**src/rtl/m_sequence_gen.sv**
```systemverilog
// Fibonacci LFSR sequence generator with word packing, valid/ready output
// slot with backpressure, and period measurement against the start state.
module m_sequence_gen #(
  parameter int unsigned      WIDTH = 8,
  parameter logic [WIDTH-1:0] TAPS  = 8'h9C,
  parameter logic [WIDTH-1:0] SEED  = 8'h01,
  parameter int unsigned      OUT_W = 8
) (
  input  logic             clk,
  input  logic             rst_n,
  input  logic             en,
  input  logic             load,
  input  logic [WIDTH-1:0] seed_in,
  output logic             bit_out,
  output logic [WIDTH-1:0] lfsr_state,
  output logic [OUT_W-1:0] word_data,
  output logic             word_valid,
  input  logic             word_ready,
  output logic             period_pulse,
  output logic [WIDTH-1:0] period_len
);

  localparam int unsigned CW = (OUT_W > 2) ? $clog2(OUT_W) : 1;
  localparam logic [CW-1:0] CNT_LAST = CW'(OUT_W - 1);

  logic [WIDTH-1:0] s;
  logic [WIDTH-1:0] start;
  logic [OUT_W-1:0] pk;
  logic [CW-1:0]    cnt;
  logic [WIDTH-1:0] sc;

  logic             fb;
  logic [WIDTH-1:0] s_next;
  logic [WIDTH-1:0] load_val;
  logic             at_last;
  logic             stall;
  logic             step;
  logic             complete;
  logic             wrap;

  assign bit_out    = s[WIDTH-1];
  assign lfsr_state = s;

  // Feedback, step qualification and word/period events for this cycle.
  always_comb begin
    fb       = ^(s & TAPS);
    s_next   = {s[WIDTH-2:0], fb};
    load_val = (seed_in == '0) ? SEED : seed_in;
    at_last  = (cnt == CNT_LAST);
    stall    = at_last & word_valid & ~word_ready;
    step     = en & ~load & ~stall;
    complete = step & at_last;
    wrap     = step & (s_next == start);
  end

  // LFSR state and the reference state used for period detection.
  always_ff @(posedge clk or negedge rst_n) begin
    if (!rst_n) begin
      s     <= SEED;
      start <= SEED;
    end else if (load) begin
      s     <= load_val;
      start <= load_val;
    end else if (step) begin
      s <= s_next;
    end
  end

  // Serial-to-word packing; first emitted bit ends up in the MSB.
  always_ff @(posedge clk or negedge rst_n) begin
    if (!rst_n) begin
      pk  <= '0;
      cnt <= '0;
    end else if (load) begin
      pk  <= '0;
      cnt <= '0;
    end else if (step) begin
      pk  <= {pk[OUT_W-2:0], bit_out};
      cnt <= at_last ? '0 : cnt + CW'(1);
    end
  end

  // Output slot: a completing step refills it even while it is being
  // drained, so back-to-back words carry no bubble; load discards it.
  always_ff @(posedge clk or negedge rst_n) begin
    if (!rst_n) begin
      word_data  <= '0;
      word_valid <= 1'b0;
    end else if (load) begin
      word_valid <= 1'b0;
    end else if (complete) begin
      word_data  <= {pk[OUT_W-2:0], bit_out};
      word_valid <= 1'b1;
    end else if (word_valid && word_ready) begin
      word_valid <= 1'b0;
    end
  end

  // Saturating step counter; reports the period when the state wraps.
  always_ff @(posedge clk or negedge rst_n) begin
    if (!rst_n) begin
      sc           <= '0;
      period_pulse <= 1'b0;
      period_len   <= '0;
    end else if (load) begin
      sc           <= '0;
      period_pulse <= 1'b0;
    end else if (wrap) begin
      sc           <= '0;
      period_pulse <= 1'b1;
      period_len   <= (sc == '1) ? sc : sc + WIDTH'(1);
    end else begin
      period_pulse <= 1'b0;
      if (step && (sc != '1)) sc <= sc + WIDTH'(1);
    end
  end

endmodule

```
**config.mk**
```make
export PLATFORM = sky130hd
export DESIGN_NAME = m_sequence_gen
export DESIGN_NICKNAME = d
export VERILOG_FILES = /design/src/rtl/m_sequence_gen.sv
export SDC_FILE = /design/constraint.sdc
export NUM_CORES = 1
export LEC_CHECK = 0
export ABC_AREA = 1
export BUFFER_PORTS_ARGS = -buffer_cell sky130_fd_sc_hd__clkbuf_2
export CORE_MARGIN = 2
export CORE_UTILIZATION = 50
export DETAILED_ROUTE_END_ITERATION = 6
export GPL_ROUTABILITY_DRIVEN = 0
export HOLD_SLACK_MARGIN = 0.05
export PLACE_DENSITY = 0.83
export SLEW_MARGIN = 30
export SYNTH_ARGS = -nofsm -noshare
export SYNTH_HDL_FRONTEND = slang
export SYNTH_SLANG_ARGS = --single-unit
```
**constraint.sdc**
```tcl
create_clock -name clk -period 4.84 [get_ports clk]
set_input_delay 0.242 -clock clk [delete_from_list [all_inputs] [get_ports clk]]
set_output_delay 0.242 -clock clk [all_outputs]
set_load 0.03 [all_outputs]
```
==> metrics, run 1 <==
most frequent cell after synthesis=nand2_1; most used cell, CP=ha_1; Max Fanout on Critical Path=22; pwr dens=328 nW/um2; worst r2r src=cnt[0]$_DFFE_PN0P_; endpoints failing setup=0; post-synthesis average cell area=8.19 um2; top post-synthesis cells by area=dfrtp_1, nand2_1, inv_1; largest net degree at the start of global routing=53; Synth Flop Type=dfrtp_1; multi-input logic area=1090 um2; Post-Synthesis Cell Area=2650 um2; endpoints failing hold=0; gr usage total=19.9%; max incr delay on CP=roughly 410 ps; Rel. slew slack=58.0%; post-DR vias/cell=just under 5; via count=2151; GRT overflow=0; async set or reset register ratio after synthesis=100%; Post-CTS Setup Repair Bufs=0; # diodes=0; startpoint types=flop; r2r setup slk=2640 ps; Synth warnings=0; chip width=76.8 um; area delta synth->final=13.0%; Pre-antenna DRT Iters=4; Data arrival, critical path=2380 ps; initial antenna violation count=0; leakage=1.59 nW; Final TNS setup=0 ps; final worst setup slack=~2600 ps; WL/cell=between 10 and 15 um; worst hold-check path type=primary input to async pin; outcome=completed; Clock Latency Late Sink=roughly 310 ps; Setup crit end kind=flop; Critical R2R Capture=sc[6]$_DFFE_PN0P_; Non-Filler Instances=434; CP max stage cell=dfrtp_1; largest area contributor in the netlist=dfrtp_1; Seq/Total Area, Yosys=49.3%; deepest clock path buffer count=2; first-pass GRT wire length=between 9000 and 10000 um; # fillers=479; Period Utilization, post-route=45.4%; post-CTS sizing=0; root buf cell=clkbuf_8; min cycle time layout=2200 ps; cts hold-fix bufs=0; pre-CTS WS=2680 ps; post-DP HPWL=3950 um; ratio of cells with drive above 1 in the final layout=21.2%; fmax=455 MHz; RSZ-0062 raised after global routing=no; die height=76.8 um; Final #Nets=between 300 and 400; Netlist cell types=32; WP data required=just over 5000 ps; R2R depth=10; DRC violations left=0; EDFF count, synth=0; WS Path Type=flop to flop; share of the synthesized area in the top cell type=47.3%; overall routed net length=5280 um; Worst IR Drop VDD=0.000217 V; skew final=13.1 ps; FF/Latch Area=1300 um2; TritonCTS Sinks=52; CTS tree=yes; Total Die Area=5890 um2; cell chain of the critical path=ha_1 > ha_1 > nand3_1 > nand2_2 > clkinv_2 > nand3_2 > nor2_8 > nand2_4 > nand2_8 > nor2_2; Mapped Nets=339; Port Buffers=39; Yosys reg bits=52; Slew @ Worst Pin=630 ps; ANT nets after route=0; final slew viol count=0; Max Cap Viol=0; initial drt markers=120; I/O pin count=40; Placed Instances=426; Syn Inst Count=roughly 320; initial core utilization=51.8%; H-tree depth=2; vias in the first global route=2126; most frequent cells after synthesis=nand2_1, inv_1, dfrtp_1, nand3_1, nor2_1; Rows=26; Reg clk slew, reported paths=100 ps; core area=5110 um2; Util after Layout=between 50% and 60%; TritonCTS buffer count=5
==> sequential cells by signal (all words and copies together), names as in the netlist <==
register and cells:
pk 7, lfsr_state 8, cnt 3, period_pulse 1, word_data 8, sc 8
period_len 8, start 8, word_valid 1
==> layer usage <==
layer | up-vias | wire (um) | GRT usage, % | share of wire [%]
li1 | 1092 | - | - | -
met1 | 1013 | 2430 | 25.8 | 46
met2 | 38 | 2610 | 33.9 | 49
met3 | 8 | 163 | 3.41 | 3.1
met4 | 0 | 76 | 6.73 | 1.4
met5 | - | 0 | 0 | 0
==> how the worst max path moves through the flow <==
| stage | startpoint | endpoint | slack (ps) |
|---|---|---|---|
| 6_report | cnt[0]$_DFFE_PN0P_ | sc[6]$_DFFE_PN0P_ | 2640 |
| 5_1_grt | cnt[0]$_DFFE_PN0P_ | sc[4]$_DFFE_PN0P_ | 2450 |
| 4_1_cts | cnt[0]$_DFFE_PN0P_ | sc[6]$_DFFE_PN0P_ | 2640 |
| 3_5_place_dp | cnt[0]$_DFFE_PN0P_ | sc[6]$_DFFE_PN0P_ | 2680 |
| 3_3_place_gp | cnt[0]$_DFFE_PN0P_ | sc[6]$_DFFE_PN0P_ | 2800 |
| 2_1_floorplan | cnt[0]$_DFFE_PN0P_ | sc[1]$_DFFE_PN0P_ | 3140 |
==> cell type report <==
class                           count  area share, %
Clock inverter                      2          0.544
Multi-Input combinational cell    206           36.4
Clock buffer                        6           2.43
Tap cell                           70           2.93
Sequential cell                    52           43.6
Inverter                           58           7.33
Timing Repair Buffer               40           6.78
==> metrics by stage <==
step / hold WS (ps) / area, um2 / total power, mW
3_3_place_gp: 385 / 2900 / 0.732
6_report: 20.9 / 2990 / 0.980
5_1_grt: 94.8 / 2990 / 1.04
4_1_cts: 61.9 / 2990 / 0.984
3_5_place_dp: 394 / 2900 / 0.741
2_1_floorplan: -53.6 / 2650 / 0.675
==> report_power, final <==
group,internal [mW],switching (mW)
sequential,0.473,0.0294
combinational,0.0700,0.158
clock,0.103,0.146
total,0.646,0.334
==> layout by cell type, fill, tap and decap left out <==
cell,count
dfrtp_1,50
nand2_2,5
o21a_1,1
inv_1,54
a21oi_1,2
nand2_1,95
buf_4,1
nand2_8,1
o21ai_1,8
nor2_1,16
clkinv_2,1
ha_1,3
o22ai_1,7
a31o_2,1
clkinvlp_4,1
o21ai_0,12
clkinv_4,1
nor2_2,10
nor3_1,1
inv_2,2
o221ai_1,7
xnor2_1,4
clkbuf_1,1
clkbuf_8,5
nor2_4,1
nor2_8,1
clkbuf_2,39
dfstp_2,2
o211ai_1,1
nand2_4,2
nand3_4,1
nand3_1,19
clkinv_1,1
nand3_2,3
xor2_1,5
==> worst max-delay path: cells and delay by family (launching register included) <==
kind,cells,cell delay (ps)
DFF,1,410
and+or+nand+nor,7,1000
buffers and inverters,1,230
adders and majority gates,2,440
==> kinds of logic after synthesis <==
group	synth area share, %
simple gates	27.7
fa+ha+maj	1.42
compound gates	9.03
xor+xnor	2.98
buf+inv	9.64
flops	49.3
Power figures use the tool's default switching activity.
==> run 2, diff against run 1 <==
--- a/config.mk
+++ b/config.mk
@@ -5,14 +5,14 @@
 export SDC_FILE = /design/constraint.sdc
 export NUM_CORES = 1
 export LEC_CHECK = 0
-export ABC_AREA = 1
+export ABC_AREA = 0
 export BUFFER_PORTS_ARGS = -buffer_cell sky130_fd_sc_hd__clkbuf_2
 export CORE_MARGIN = 2
 export CORE_UTILIZATION = 50
 export DETAILED_ROUTE_END_ITERATION = 6
 export GPL_ROUTABILITY_DRIVEN = 0
 export HOLD_SLACK_MARGIN = 0.05
-export PLACE_DENSITY = 0.83
+export PLACE_DENSITY = 0.84
 export SLEW_MARGIN = 30
 export SYNTH_ARGS = -nofsm -noshare
 export SYNTH_HDL_FRONTEND = slang
==> constraint.sdc (replaced) <==
create_clock -name clk -period 2.1 [get_ports clk]
set_input_delay 0.105 -clock clk [delete_from_list [all_inputs] [get_ports clk]]
set_output_delay 0.105 -clock clk [all_outputs]
set_load 0.03 [all_outputs]
==> metrics, run 2 <==
outcome=finished with violations (was completed); failing checks=setup timing; Netlist cell types=38 (was 32); pre-CTS WS=-43.6 ps (was 2680 ps); Max Cap Viol=0 (unchanged); first-pass GRT wire length=8470 um (was 9540 um); vias in the first global route=1805 (was 2126); pwr dens=662 nW/um2 (was 328 nW/um2); worst r2r src=cnt[0]$_DFFE_PN0P_ (unchanged); Final TNS setup=-410 ps (was 0 ps); WP data required=2290 ps (was 5030 ps); top post-synthesis cells by area=dfrtp_1, nand2_1, mux2_1 (was dfrtp_1, nand2_1, inv_1); Final #Nets=288 (was 379); initial core utilization=52.0% (was 51.8%); RSZ-0062 raised after global routing=yes (was no); core area=4720 um2 (was 5110 um2); Worst IR Drop VDD=0.000468 V (was 0.000217 V); min-delay src=seed_in[5]; ratio of cells with drive above 1 in the final layout=33.7% (was 21.2%); Post-Synthesis Cell Area=2450 um2 (was 2650 um2); Hold Crit Depth=2; post-DP HPWL=3660 um (was 3950 um); most frequent cell after synthesis=dfrtp_1 (was nand2_1); Slew @ Worst Pin=682 ps (was 630 ps); die height=74.1 um (was 76.8 um); Max Fanout on Critical Path=8 (was 22); largest area contributor in the netlist=dfrtp_1 (unchanged); Syn Inst Count=218 (was 323); Rel. slew slack=54.5% (was 58.0%); # fillers=377 (was 479); overall routed net length=5130 um (was 5280 um); root buf cell=clkbuf_8 (unchanged); multi-input logic area=1120 um2 (was 1090 um2); R2R depth=7 (was 10); Setup crit end kind=flop (unchanged); TritonCTS Sinks=52 (unchanged); Port Buffers=39 (unchanged); ANT nets after route=0 (unchanged); fmax=463 MHz (was 455 MHz); DRC violations left=0 (unchanged); WS Path Type=flop to flop (unchanged); initial drt markers=163 (was 120); startpoint types=flop (unchanged); final worst setup slack=-59.4 ps (was 2640 ps); skew final=10.3 ps (was 13.1 ps); most frequent cells in the layout=dfrtp_1, clkbuf_2, nand2_1 (was nand2_1, inv_1, dfrtp_1); hold_ws=59.0 ps (was 20.9 ps); GRT overflow=0 (unchanged); r2r setup slk=-60 ps (was 2640 ps); Min-Delay Endpoint=start[5]$_DFFE_PN0P_; Yosys reg bits=52 (unchanged); I/O pin count=40 (unchanged); H-tree depth=2 (unchanged); area delta synth->final=20.8% (was 13.0%); final slew viol count=0 (unchanged); FF/Latch Area=1310 um2 (was 1300 um2); min cycle time layout=2160 ps (was 2200 ps); gr usage total=20.7% (was 19.9%); Synth Flop Type=dfrtp_1 (unchanged); Period Utilization, post-route=103% (was 45.4%); worst hold-check path type=primary input to flop (was primary input to async pin); share of the synthesized area in the top cell type=51.0% (was 47.3%); placed instance area=2830 um2 (was 2900 um2); chip width=74.1 um (was 76.8 um); TritonCTS buffer count=5 (unchanged); async set or reset register ratio after synthesis=100% (unchanged); Final Cell Area=2970 um2 (was 2990 um2); most frequent cells after synthesis=dfrtp_1, nand2_1, xnor2_1, clkbuf_1, mux2_1 (was nand2_1, inv_1, dfrtp_1, nand3_1, nor2_1); Data arrival, critical path=2350 ps (was 2380 ps); EDFF count, synth=0 (unchanged); Seq/Total Area, Yosys=53.1% (was 49.3%); deepest clock path buffer count=2 (unchanged); Rows=25 (was 26); initial antenna violation count=0 (unchanged); post-DR vias/cell=5.45 (was 4.96); largest net degree at the start of global routing=31 (was 53); Total Die Area=5490 um2 (was 5890 um2); Clock Latency Late Sink=300 ps (was 310 ps); post-synthesis average cell area=11.3 um2 (was 8.19 um2); # diodes=0 (unchanged); Synth warnings=0 (unchanged); endpoints failing hold=0 (unchanged); Reg clk slew, reported paths=80 ps (was 100 ps); leakage=1.46 nW (was 1.59 nW); Non-Filler Instances=340 (was 434); Placed Instances=328 (was 426); CTS tree=yes (unchanged); WL/cell=15.1 um (was 12.2 um); endpoints failing setup=8 (was 0); via count=1854 (was 2151); Pre-antenna DRT Iters=4 (unchanged); most common cell after layout, fill and taps aside=dfrtp_1 (was nand2_1); Critical R2R Capture=period_len[7]$_DFFE_PN0P_ (was sc[6]$_DFFE_PN0P_); Mapped Nets=234 (was 339)
==> run 2: through the flow <==
| step | power, mW | utilization [%] |
|---|---|---|
| 6_report | 1.96 | 62.8 |
| 5_1_grt | 2.06 | 62.8 |
| 4_1_cts | 1.98 | 62.1 |
| 3_5_place_dp | 1.44 | 59.8 |
| 3_3_place_gp | 1.42 | 59.8 |
| 2_1_floorplan | 1.31 | - |
==> run 2: metal layers <==
metal	wire (um)	part of all wire, %	up-vias	global-route usage (%)
met5	0	0	-	0
met4	121	2.4	0	9.09
met3	210	4.1	9	4.74
met2	2590	50	55	33.1
met1	2220	43	902	27.1
li1	-	-	888	-
==> run 2: worst max-delay path: stages, from the launching register on <==
cell,delay (ps)
dfrtp_1,390
ha_2,200
ha_4,160
nand3b_1,160
nand3_2,120
or4_4,560
buf_12,170
mux2_4,290
==> run 2: kinds of logic after synthesis <==
group / count (synthesis) / synth area share (%)
AND/OR/NAND/NOR: 67 / 13.4
flip-flops: 52 / 53.1
AO/OA/AOI/OAI: 41 / 10.7
multiplexers: 26 / 13.2
buffers and inverters: 15 / 2.60
XOR/XNOR: 14 / 5.61
adder cells (fa/ha/maj): 3 / 1.53
==> run 2: timing repair <==
action,in CTS,in global routing
hold buffers,1,0
resized for setup,2,3
endpoints found under the setup margin,8,8
setup buffers,1,2
pin swaps,0,1
hold endpoints to repair,24,0
==> run 2: worst max-delay path by stage <==
stage,slack (ps),to,from
floorplan,20,period_len[0]$_DFFE_PN0P_,lfsr_state[4]$_DFFE_PN0P_
global placement,20,period_len[4]$_DFFE_PN0P_,cnt[0]$_DFFE_PN0P_
detailed placement,-40,period_len[3]$_DFFE_PN0P_,cnt[0]$_DFFE_PN0P_
CTS,2,period_len[3]$_DFFE_PN0P_,cnt[0]$_DFFE_PN0P_
global route,-110,period_len[7]$_DFFE_PN0P_,cnt[0]$_DFFE_PN0P_
finish,-60,period_len[7]$_DFFE_PN0P_,cnt[0]$_DFFE_PN0P_
==> run 2: layout make-up <==
class | instances | share of cell area [%]
repair buffers | 60 | 12.4
inverters | 2 | 0.253
clock buffers | 7 | 2.57
well taps | 67 | 2.83
clock inverters | 1 | 0.169
multi-input cells | 151 | 37.7
flip-flops and latches | 52 | 44.1
==> run 2: power by group <==
part	leakage, nW	internal, mW	switching (mW)
Combinational	0.729	0.142	0.194
Clock	0.0422	0.234	0.302
Sequential	0.686	1.05	0.0389
